[src/rtl/seg7_scan_driver.sv]
// =============================================================================
// Module   : seg7_scan_driver
// Brief    : Time-multiplexed 8-digit common-anode seven-segment scan driver
//            with inter-digit blanking and frame-synchronous data commit.
// Revision : 1.0
// =============================================================================
`default_nettype none

module seg7_scan_driver #(
  parameter int DIGITS       = 8,
  parameter int DIV          = 10000,
  parameter int BLANK_CYCLES = 2
) (
  input  logic                  clk,
  input  logic                  reset,
  input  logic [4*DIGITS-1:0]   data_in,
  input  logic [DIGITS-1:0]     blank_in,
  input  logic                  load_in,
  output logic                  pending_out,
  output logic [DIGITS-1:0]     AN,
  output logic [6:0]            CATH,
  output logic                  frame_out
);

  localparam int IDX_W = (DIGITS > 1) ? $clog2(DIGITS) : 1;
  localparam int CNT_W = (DIV > 1) ? $clog2(DIV) : 1;

  localparam logic [CNT_W-1:0]  C_LAST_CNT = CNT_W'(DIV - 1);
  localparam logic [IDX_W-1:0]  C_LAST_IDX = IDX_W'(DIGITS - 1);
  localparam logic [CNT_W-1:0]  C_BLANK    = CNT_W'(BLANK_CYCLES);
  localparam logic [6:0]        C_SEG_OFF  = 7'b1111111;
  localparam logic [DIGITS-1:0] C_ONE      = DIGITS'(1);

  function automatic logic [6:0] seg_decode(input logic [3:0] nib);
    logic [6:0] seg;
    case (nib)
      4'h0:    seg = 7'b1000000;
      4'h1:    seg = 7'b1111001;
      4'h2:    seg = 7'b0100100;
      4'h3:    seg = 7'b0110000;
      4'h4:    seg = 7'b0011001;
      4'h5:    seg = 7'b0010010;
      4'h6:    seg = 7'b0000010;
      4'h7:    seg = 7'b1111000;
      4'h8:    seg = 7'b0000000;
      4'h9:    seg = 7'b0010000;
      4'hA:    seg = 7'b0001000;
      4'hB:    seg = 7'b0000011;
      4'hC:    seg = 7'b1000110;
      4'hD:    seg = 7'b0100001;
      4'hE:    seg = 7'b0000110;
      default: seg = 7'b0001110;
    endcase
    return seg;
  endfunction

  logic [CNT_W-1:0]    r_cnt;
  logic [IDX_W-1:0]    r_idx;
  logic [4*DIGITS-1:0] r_act_data;
  logic [DIGITS-1:0]   r_act_blank;
  logic [4*DIGITS-1:0] r_sh_data;
  logic [DIGITS-1:0]   r_sh_blank;
  logic                r_pending;

  logic                w_slot_end;
  logic                w_wrap;
  logic                w_gap;
  logic [IDX_W+1:0]    w_bit_sel;
  logic [3:0]          w_nibble;
  logic                w_digit_off;
  logic [DIGITS-1:0]   w_onehot;

  assign w_slot_end  = (r_cnt == C_LAST_CNT);
  assign w_wrap      = w_slot_end && (r_idx == C_LAST_IDX);
  assign w_gap       = (r_cnt < C_BLANK);
  assign w_bit_sel   = {r_idx, 2'b00};
  assign w_nibble    = r_act_data[w_bit_sel +: 4];
  assign w_digit_off = r_act_blank[r_idx];
  assign w_onehot    = C_ONE << r_idx;
  assign pending_out = r_pending;

  always_ff @(posedge clk) begin
    if (reset) begin
      r_cnt       <= '0;
      r_idx       <= '0;
      r_act_data  <= '0;
      r_act_blank <= '0;
      r_sh_data   <= '0;
      r_sh_blank  <= '0;
      r_pending   <= 1'b0;
      AN          <= '1;
      CATH        <= C_SEG_OFF;
      frame_out   <= 1'b0;
    end else begin
      r_cnt <= w_slot_end ? '0 : r_cnt + 1'b1;
      if (w_slot_end) begin
        r_idx <= (r_idx == C_LAST_IDX) ? '0 : r_idx + 1'b1;
      end

      frame_out <= w_wrap;

      // Commit uses the pre-edge shadow; a load on the same edge refills
      // the shadow afterwards and keeps pending set.
      if (w_wrap && r_pending) begin
        r_act_data  <= r_sh_data;
        r_act_blank <= r_sh_blank;
        r_pending   <= 1'b0;
      end
      if (load_in) begin
        r_sh_data  <= data_in;
        r_sh_blank <= blank_in;
        r_pending  <= 1'b1;
      end

      if (w_gap) begin
        AN   <= '1;
        CATH <= C_SEG_OFF;
      end else begin
        AN   <= w_digit_off ? '1 : ~w_onehot;
        CATH <= seg_decode(w_nibble);
      end
    end
  end

endmodule

`default_nettype wire

[config.mk]
export PLATFORM = sky130hd
export DESIGN_NAME = seg7_scan_driver
export DESIGN_NICKNAME = d
export VERILOG_FILES = /design/src/rtl/seg7_scan_driver.sv
export SDC_FILE = /design/constraint.sdc
export NUM_CORES = 1
export LEC_CHECK = 0
export BUFFER_PORTS_ARGS = -buffer_cell sky130_fd_sc_hd__buf_2
export CAP_MARGIN = 20
export CORE_MARGIN = 3
export CORE_UTILIZATION = 40
export CTS_BUF_LIST = sky130_fd_sc_hd__clkbuf_4 sky130_fd_sc_hd__clkbuf_8 sky130_fd_sc_hd__clkbuf_16
export CTS_CLUSTER_DIAMETER = 50
export DETAILED_ROUTE_END_ITERATION = 8
export MAX_ROUTING_LAYER = met4
export PLACE_DENSITY = 0.68
export SYNTH_ARGS = -nofsm -noshare
export SYNTH_HDL_FRONTEND = slang
export SYNTH_SLANG_ARGS = --single-unit
[constraint.sdc]
create_clock -name clk -period 2.25 [get_ports clk]
set_input_delay 0.1125 -clock clk [delete_from_list [all_inputs] [get_ports clk]]
set_output_delay 0.1125 -clock clk [all_outputs]
set_load 0.05 [all_outputs]
==> flow_metrics.py <==
metrics = {
    "synthesis": {
        "synth_nets": 548,
        "synth_seq_cells": 114,
        "seq_area_frac_synth_pct": 46.79,
        "yosys.area_share.adder_pct": 3.079,
        "synth_cell_types": 43,
        "synth.mux.area_fraction_pct": 14.03,
        "synthesized_area_fraction_occupied_by_ao_oa_aoi_and_oai_cells_pct": 10.18,
        "syn-instance-count": 493,
        "synth-simple-area-share_pct": 19.24,
        "synth_warn": 0,
        "synth_top_family_by_area": "simple AND/OR/NAND/NOR gates",
        "synth-edff-count": 0,
        "asyncSetResetFlopFracSynth_pct": 0,
        "post_synth.cell_area_avg_sq_um": 9.893,
        "synth-xor-area-share_pct": 2.155,
        "syn_std_cell_area_sq_um": 4877,
        "synthFlopType": "dfxtp_1",
    },
    "floorplanning": {
        "placementRows": 39,
        "number_of_primary_i_o_pins": 60,
        "core_area_sq_um": 11660,
        "width_of_the_die_um": 116.4,
        "die_area_sq_um": 13550,
        "floorplan.initialDensity_pct": 41.82,
        "floorplan.die.height_um": 116.4,
    },
    "drt": {
        "1st_pass_router_iterations": 4,
        "routed_wl_um": 10070,
        "drt-wirelength-per-cell_um": 13.46,
        "drt_iter0_drc": 199,
        "count_of_unresolved_drc_violations_after_routing": 0,
        "detail_route.vias_per_cell": 4.934,
        "vias": 3691,
        "drt.antenna.violating_nets": 0,
    },
    "worst_setup_path": {
        "critical-path-max-stage-delay_ns": 0.50,
        "cp-endpoint": "CATH[3]",
        "startpoint": "r_idx[0]",
        "r2r_end": "CATH[3]",
        "cp_startpoint_kind": "flip-flop",
        "worstSetupPathType": "reg2reg",
        "timing.critical_path.slowest_stage_cell": "mux4_2",
        "timing.reg2reg.worst_path_depth": 8,
        "reg2reg_setup_slack_ns": 0.16,
        "setup.worst_path.end_class": "flip-flop",
        "arrival_ns": 2.43,
        "worst-path-max-fanout": 9,
        "crit_path_cell_trace": "buf_12, mux4_2, mux2_4, inv_2, ha_2, o21ai_0, and4b_1, a31oi_1",
        "cp.required_ns": 2.59,
        "critical_path.reg2reg.startpoint": "r_idx[0]",
    },
    "clock_network": {
        "clock_root_buffer_master": "clkbuf_16",
        "cts_num_sinks": 114,
        "cts_buffer_depth": 2,
        "clk_lat_worst_skew_ns": 0.41,
        "cts_inserted_buffers": 17,
        "clock_tree_from_tritoncts": "yes",
        "cts_post_setup_buffers_inserted": 0,
        "clock_tree.htree_level_count": 4,
        "clk_pin_slew_ns": 0.05,
    },
    "place": {
        "pre_cts_slack_ns": 0.06346,
        "dp.final_hpwl_um": 6737,
        "dp_cells": 676,
        "finalWeightedCongestion": 0.9083,
        "place.port_buffers": 59,
        "post_dp_cell_area_sq_um": 5273,
    },
    "final_layout": {
        "insertedDiodeCount": 0,
        "design_area_sq_um": 6269,
        "finalNetCount": 648,
        "post_route_cells_drive_above_1_share_pct": 33.06,
        "layout.cells.most_common": "dfxtp_1",
        "postLayoutCoreUtil_pct": 53.75,
        "finalNonFillerCells": 748,
        "area_delta_synth_final_pct": 28.53,
        "final_cell_mix": "dfxtp_1, nor2_1, buf_2",
    },
    "power": {
        "total_power_mw": 5.022,
        "static-leakage-power_nw": 2.478,
        "power.density_nw_per_um2": 801.1,
        "power.ir.vdd_worst_uv": 509.5,
    },
    "sta": {
        "worst-slew-pin-transition_ns": 1.082,
        "clock_skew_ns": 0.01296,
        "clock.fmax_ghz": 0.4785,
        "timing.slew.headroom_pct": 27.86,
        "finalHoldViolations": 0,
        "fin_hold_ws_ns": 0.2654,
        "setup_tns_ns": 0,
        "final.period_utilization_pct": 92.88,
        "postLayoutSetupSlackWorst_ns": 0.1602,
        "final-setup-viol-count": 0,
        "period_needed_ns": 2.090,
        "final-max-slew-violation-count": 0,
        "grt_setup_unrepaired": "no",
    },
    "global_route": {
        "initial_antenna_violation_count": 0,
        "globalRouteOverflowTotal": 0,
        "grt_pass1_vias": 3616,
        "grt_start_max_net_pins": 86,
        "grt_util_all_layers_pct": 16.32,
        "grt_pass1_wl_um": 16940,
    },
    "run": {
        "maxCapViolations": 0,
    },
    "status": {
        "result_of_the_run": "complete, no violations",
    },
    "min_path": {
        "worstHoldPathType": "in2reg",
    },
}
## registers in the layout (all words and copies together) (netlist names)
| register | flops |
|---|---|
| AN | 8 |
| CATH | 7 |
| frame_out | 1 |
| pending_out | 1 |
| r_act_blank | 8 |
| r_act_data | 32 |
| r_cnt | 14 |
| r_idx | 3 |
| r_sh_blank | 8 |
| r_sh_data | 32 |
## cell usage after synthesis (7+ instances only)
master | number | area [sq um]
a21oi_2 | 40 | 350.3
clkbuf_1 | 17 | 63.81
dfxtp_1 | 114 | 2282
ha_1 | 12 | 150.1
inv_1 | 8 | 30.03
mux2i_1 | 47 | 470.5
mux4_2 | 8 | 180.2
nand2_1 | 53 | 198.9
nand2_2 | 40 | 250.2
nand3_1 | 16 | 80.08
nor2_1 | 70 | 262.8
xor2_1 | 7 | 61.31
## worst min-delay path by stage
stage	start	depth (start not counted)	slack [ns]	to
detailed placement	reset	2	0.31	r_cnt[2]
global placement	reset	2	0.31	r_cnt[2]
CTS	load_in	3	0.26	r_sh_data[22]
finish	load_in	3	0.27	r_sh_data[11]
global route	load_in	3	0.30	r_sh_data[25]
floorplan	blank_in[7]	2	0.26	r_sh_blank[7]
## area by class of cell
class	count	area (sq um)
sequential	114	2283
clock inverter	6	80.08
fill	1026	5394
timing repair buffer	111	815.8
clock buffer	25	498.0
inverter	8	30.03
multi-input combinational	341	2382
tap	143	178.9
## worst max-delay path: cells and delay by family, from the launching register on
family	cells	cell delay, ns
and+or+nand+nor	1	0.22
adders and majority gates	1	0.18
buffers and inverters	2	0.22
DFF	1	0.34
AOI/OAI and AO/OA	2	0.22
muxes	2	0.82
## logic make-up after synthesis
family	count (synthesis)
and+or+nand+nor	198
DFF	114
AOI/OAI and AO/OA	61
muxes	58
buffers and inverters	38
xor gates and xnor gates	12
adders and majority gates	12
## layer usage
metal / global-route usage (%) / vias to the layer above / wire length (um)
met1: 20.37 / 1738 / 4736
met3: 4.870 / 11 / 480
met5: - / - / 0
met2: 24.75 / 82 / 4706
met4: 6.574 / 0 / 142
li1: - / 1860 / -
## power breakdown
group	total, mW	internal [mW]	switching (mW)
Clock	2.59	1.74	0.850
Combinational	0.305	0.143	0.162
Sequential	2.13	2.08	0.0415
## repair_timing
| action | 4_1_cts | 5_1_grt |
|---|---|---|
| hold buffers | 41 | 0 |
| endpoints found under the hold margin | 41 | 0 |
| endpoints found under the setup margin | 0 | 2 |
| gates resized for setup | 0 | 4 |
Note: power is estimated with default switching activity, not from simulation.
